[src/rtl/engine_param_rx_if.sv]
// rtl/engine_param_rx_if.sv - broadcast-link byte handshake and parameter packet handshake
interface engine_param_rx_if #(
    parameter int NUM_BYTES = 9
);
    logic                   in_rts;
    logic                   out_rtr;
    logic [7:0]             in_data;
    logic                   param_valid;
    logic                   param_ready;
    logic [8*NUM_BYTES-1:0] param_data;
    logic                   busy;
    logic                   timeout_err;

    modport master (
        output in_rts, in_data, param_ready,
        input  out_rtr, param_valid, param_data, busy, timeout_err
    );

    modport slave (
        input  in_rts, in_data, param_ready,
        output out_rtr, param_valid, param_data, busy, timeout_err
    );
endinterface

[src/rtl/engine_param_rx.sv]
// rtl/engine_param_rx.sv - assembles fixed-length parameter packets from the broadcast byte link
module engine_param_rx #(
    parameter int NUM_BYTES   = 9,
    parameter int TIMEOUT_CYC = 1024
) (
    input logic             clk,
    input logic             rst_,
    engine_param_rx_if.slave lk
);
    localparam int W  = 8 * NUM_BYTES;
    localparam int SW = (NUM_BYTES > 1) ? 8 * (NUM_BYTES - 1) : 8;
    localparam int CW = $clog2(NUM_BYTES + 1);
    localparam int IW = (TIMEOUT_CYC > 0) ? $clog2(TIMEOUT_CYC + 1) : 1;
    localparam logic [CW-1:0] CNT_LAST  = CW'(NUM_BYTES - 1);
    localparam logic [IW-1:0] IDLE_LAST = IW'((TIMEOUT_CYC > 0) ? TIMEOUT_CYC - 1 : 0);

    typedef enum logic [1:0] {S_INIT, S_COLLECT, S_PRESENT} state_t;

    state_t         state;
    logic           rtr_q;
    logic           valid_q;
    logic           terr_q;
    logic [W-1:0]   param_q;
    logic [SW-1:0]  shift_q;
    logic [CW-1:0]  cnt;
    logic [IW-1:0]  idle;
    logic [W-1:0]   shifted;
    logic           accept;

    // Only the bytes still to be shifted out are stored; the newest byte comes straight off the bus.
    if (NUM_BYTES == 1) begin : g_one
        assign shifted = lk.in_data;
    end else begin : g_many
        assign shifted = {shift_q, lk.in_data};
    end

    assign accept = lk.in_rts && rtr_q;

    always_ff @(posedge clk or negedge rst_) begin
        if (!rst_) begin
            state   <= S_INIT;
            rtr_q   <= 1'b0;
            valid_q <= 1'b0;
            terr_q  <= 1'b0;
            param_q <= '0;
            shift_q <= '0;
            cnt     <= '0;
            idle    <= '0;
        end else begin
            terr_q <= 1'b0;
            case (state)
                S_INIT: begin
                    state <= S_COLLECT;
                    rtr_q <= 1'b1;
                end
                S_COLLECT: begin
                    if (accept) begin
                        shift_q <= shifted[SW-1:0];
                        idle    <= '0;
                        if (cnt == CNT_LAST) begin
                            param_q <= shifted;
                            valid_q <= 1'b1;
                            rtr_q   <= 1'b0;
                            cnt     <= '0;
                            state   <= S_PRESENT;
                        end else begin
                            cnt <= cnt + CW'(1);
                        end
                    end else if (TIMEOUT_CYC > 0 && cnt != '0) begin
                        // Expiry happens on the edge that closes the TIMEOUT_CYC-th idle cycle.
                        if (idle == IDLE_LAST) begin
                            cnt     <= '0;
                            shift_q <= '0;
                            idle    <= '0;
                            terr_q  <= 1'b1;
                        end else begin
                            idle <= idle + IW'(1);
                        end
                    end
                end
                S_PRESENT: begin
                    if (lk.param_ready) begin
                        valid_q <= 1'b0;
                        rtr_q   <= 1'b1;
                        state   <= S_COLLECT;
                    end
                end
                default: begin
                    state <= S_INIT;
                    rtr_q <= 1'b0;
                end
            endcase
        end
    end

    assign lk.out_rtr     = rtr_q;
    assign lk.param_valid = valid_q;
    assign lk.param_data  = param_q;
    assign lk.timeout_err = terr_q;
    assign lk.busy        = (state != S_COLLECT) || (cnt != '0);
endmodule

[src/flat_wrapper.sv]
// flat-port wrapper written by rule: the top's interface ports become plain ports
module engine_param_rx_flat 
#(
    parameter int NUM_BYTES   = 9,
    parameter int TIMEOUT_CYC = 1024
)
  (clk, rst_, lk_in_rts, lk_in_data, lk_param_ready, lk_out_rtr, lk_param_valid, lk_param_data, lk_busy, lk_timeout_err);
  engine_param_rx_if #(.NUM_BYTES(NUM_BYTES)) lk_i ();
  input logic clk;
  input logic rst_;
  input wire logic [$bits(lk_i.in_rts)-1:0] lk_in_rts;
  input wire logic [$bits(lk_i.in_data)-1:0] lk_in_data;
  input wire logic [$bits(lk_i.param_ready)-1:0] lk_param_ready;
  output wire logic [$bits(lk_i.out_rtr)-1:0] lk_out_rtr;
  output wire logic [$bits(lk_i.param_valid)-1:0] lk_param_valid;
  output wire logic [$bits(lk_i.param_data)-1:0] lk_param_data;
  output wire logic [$bits(lk_i.busy)-1:0] lk_busy;
  output wire logic [$bits(lk_i.timeout_err)-1:0] lk_timeout_err;
  assign lk_i.in_rts = lk_in_rts;
  assign lk_i.in_data = lk_in_data;
  assign lk_i.param_ready = lk_param_ready;
  assign lk_out_rtr = lk_i.out_rtr;
  assign lk_param_valid = lk_i.param_valid;
  assign lk_param_data = lk_i.param_data;
  assign lk_busy = lk_i.busy;
  assign lk_timeout_err = lk_i.timeout_err;
  engine_param_rx #(.NUM_BYTES(NUM_BYTES), .TIMEOUT_CYC(TIMEOUT_CYC)) u_core (.clk(clk), .rst_(rst_), .lk(lk_i));
endmodule
[config.mk]
export PLATFORM = sky130hd
export DESIGN_NAME = engine_param_rx_flat
export DESIGN_NICKNAME = d
export VERILOG_FILES = /design/src/rtl/engine_param_rx_if.sv /design/src/rtl/engine_param_rx.sv /design/src/flat_wrapper.sv
export SDC_FILE = /design/constraint.sdc
export NUM_CORES = 1
export LEC_CHECK = 0
export CORE_MARGIN = 4
export CORE_UTILIZATION = 50
export CTS_BUF_LIST = sky130_fd_sc_hd__clkbuf_4
export DETAILED_ROUTE_END_ITERATION = 10
export PLACE_DENSITY = 0.77
export SYNTH_ARGS = -nofsm -noshare
export SYNTH_HDL_FRONTEND = slang
export SYNTH_SLANG_ARGS = --single-unit
[constraint.sdc]
create_clock -name clk -period 1.68 [get_ports clk]
set_input_delay 0.504 -clock clk [delete_from_list [all_inputs] [get_ports clk]]
set_output_delay 0.504 -clock clk [all_outputs]
set_load 0.02 [all_outputs]
==> results.tsv <==
stage	metric	value	unit
logic_synthesis	synth_area_leader_cell	dfrtp_1	
timing	timing.final.ws_setup	-436	ps
timing	drv_slew	0	
logic_synthesis	syn-num-nets	417	
grt	track_usage	24.7	%
clocking	cts_sinks	155	
logic_synthesis	ys_types	44	
setup_path	path_cells	inv_2 -> ha_4 -> nor3b_4 -> nand2_1 -> buf_6	
grt	grt_pass1_vias	4532	
timing	hold_viol_final	0	
setup_path	worst-endpoint-required	1180	ps
timing	fmaxAchievable	473	MHz
timing	finalCritPeriodShare	126	%
setup_path	end_kind	output port	
setup_path	worstSetupPathType	reg -> out	
logic_synthesis	synth.most_common_cell	dfrtp_1	
run	max_cap_violations	0	
logic_synthesis	syn_area_per_cell	14.8	sq um
layout	finalInstanceArea	9050	sq um
floorplanning	start_util	51.6	%
placed_design	hpwlAfterDp	8340	um
outcome	outcome	finished with violations	
grt	gr-total-overflow	0	
outcome	violations	negative setup slack	
setup_path	worstPathMaxFanout	2	
clocking	clkSlewWorstSetupHoldPaths	140	ps
clocking	cts_buffer_depth	2	
detailed_routing	dr.pass1.iters	5	
setup_path	r2r-start	u_core.cnt[0]	
placed_design	placed_area	7370	sq um
detailed_routing	antenna_left	0	
floorplanning	die_w	117	um
detailed_routing	wl_per_cell	22.8	um
logic_synthesis	yosys_most_used_dff	dfrtp_1	
logic_synthesis	synthTopCellsByCount	dfrtp_1, a22o_1, mux2_1	
timing	relSlewSlack	74.7	%
logic_synthesis	synth.top_cells.by_area	dfrtp_1, mux2_1, a22o_1, mux2_2, buf_4	
floorplanning	dieHeight	117	um
pwr	total_power	17.0	mW
layout	nets	621	
detailed_routing	drtIter0Drc	294	
min_path	hold_path.class	in -> async	
logic_synthesis	synth-seq-cells	155	
setup_path	worstPathArrival	1610	ps
logic_synthesis	ys_warn_count	0	
setup_path	start_kind	flip-flop	
setup_path	path_buf_inv	2	
detailed_routing	drt_wl_total	17400	um
clocking	h-tree-depth	4	
pwr	leakagePower	4.42	nW
setup_path	worstSetupStartpoint	u_core.cnt[0]	
grt	grt_antenna_before_repair	0	
clocking	clk_latency	550	ps
clocking	cts_made_buffers	17	
pwr	max-vdd-ir-drop	1.06	mV
placed_design	port_buffers	87	
pwr	p_per_area	1880	nW/um^2
layout	num_antenna_cells	0	
clocking	cts-root-buf	clkbuf_4	
setup_path	max_stage_delay	420	ps
logic_synthesis	synth_cells	402	
floorplanning	core	11600	sq um
grt	grt_max_degree	44	
timing	setup_violations	153	
detailed_routing	vias	4486	
logic_synthesis	async_reset_ff_share	100	%
clocking	cts_tree	done	
floorplanning	boundaryPins	88	
logic_synthesis	yosysSeqAreaShare	65.0	%
timing	finClkSkew	21.3	ps
setup_path	slowest_stage	dfrtp_1	
floorplanning	row_count	39	
timing	rsz0062_at_grt	yes	
timing	finalCriticalPeriod	2120	ps
layout	area_growth	51.8	%
timing	tightest_slew	379	ps
setup_path	crit_family	flip-flops	
detailed_routing	drcViolationCount	0	
floorplanning	dieArea	13700	sq um
timing	whs	410	ps
detailed_routing	vias_per_cell	5.89	
layout	drive_gt1_share	53.6	%
logic_synthesis	syn_area	5960	sq um
logic_synthesis	synth-edff-count	0	
grt	grt_pass1_wl	25500	um
layout	final_util	78.3	%
placed_design	gp_congestion	0.867	
logic_synthesis	synth_top_area_share	65.0	%
## worst paths after layout
path,to,slack (ps),cells after the start
hold reg to reg,u_core.lk.timeout_err,510,1
max in group asynchronous,u_core.lk.param_data[17],720,3
min in group clk,u_core.lk.timeout_err,510,1
setup / recovery,lk_busy,-440,5
setup reg to reg,u_core.shift_q[14],-420,11
hold / removal,u_core.lk.param_data[56],410,2
## state kept, by name, summed over array words and instances (netlist names)
name                   cells
u_core.lk.param_data      72
u_core.shift_q            64
u_core.idle               11
u_core.cnt                 4
u_core.state               2
u_core.lk.param_valid      1
u_core.lk.timeout_err      1
## logic make-up (layout without fill, tap and decap cells)
| family | Yosys count | count (layout) | share of synthesized area, % |
|---|---|---|---|
| muxes | 73 | 73 | 13.8 |
| AOI/OAI and AO/OA | 89 | 89 | 12.4 |
| adders and majority gates | 3 | 3 | 0.630 |
| and+or+nand+nor | 56 | 56 | 5.71 |
| buffers and inverters | 26 | 243 | 2.41 |
| DFF | 155 | 155 | 65.0 |
## layout make-up
class / count / area [sq um]
sequential: 155 / 3880
fill: 608 / 2510
multi-input combinational: 221 / 2390
timing repair buffer: 208 / 2310
tap: 143 / 179
clock inverter: 14 / 146
clock buffer: 18 / 135
inverter: 3 / 11.3
## per-layer routing
| metal | GRT usage (%) | vias up | share of wire [%] |
|---|---|---|---|
| li1 | - | 1910 | - |
| met1 | 33.4 | 2348 | 41 |
| met2 | 38.9 | 189 | 51 |
| met3 | 6.84 | 39 | 5.8 |
| met4 | 8.18 | 0 | 2.4 |
| met5 | 0 | - | 0 |
## what timing repair did
item / CTS / global route
hold endpoints to repair: 31 / 0
resized for setup: 440 / 151
gates cloned: 16 / 1
pin swaps: 10 / 13
hold buffers: 1 / 0
buffers inserted: 25 / 47
endpoints found under the setup margin: 223 / 222
## power by group
part / internal, mW / switching [mW]
registers: 5.20 / 1.37
logic: 4.83 / 3.34
clock network: 0.909 / 1.38
## layout by cell type (no fill, tap or decap), types with 3 or more instances in the layout
cell	n
nand2_1	12
nand3_1	8
a21oi_1	4
buf_12	21
clkinv_4	3
clkinv_2	4
nand2b_1	3
a22o_1	65
and3_1	3
o21ai_2	3
buf_8	8
buf_6	75
buf_4	69
mux2_4	72
clkdlybuf4s50_1	10
buf_2	16
buf_16	7
clkbuf_4	18
dfrtp_1	155
## metrics by stage
stage          setup TNS, ps  std cells  setup slack (ps)
2_1_floorplan          -4570        402             -69.4
3_3_place_gp          -59280        654              -496
3_5_place_dp          -62000        654              -520
4_1_cts               -32100        727              -458
5_1_grt               -61720        762              -533
6_report              -54930        762              -436
## worst register-to-register path, cell delays in order, from the launching register on
cell and delay [ps]:
dfrtp_1 420, inv_2 90, ha_4 130, buf_4 100, buf_6 90, or3b_4 390
o21a_4 250, nand2b_4 120, buf_12 130, buf_12 110, buf_16 110, a22o_1 130
No activity file was read; power rests on OpenSTA's default activity.
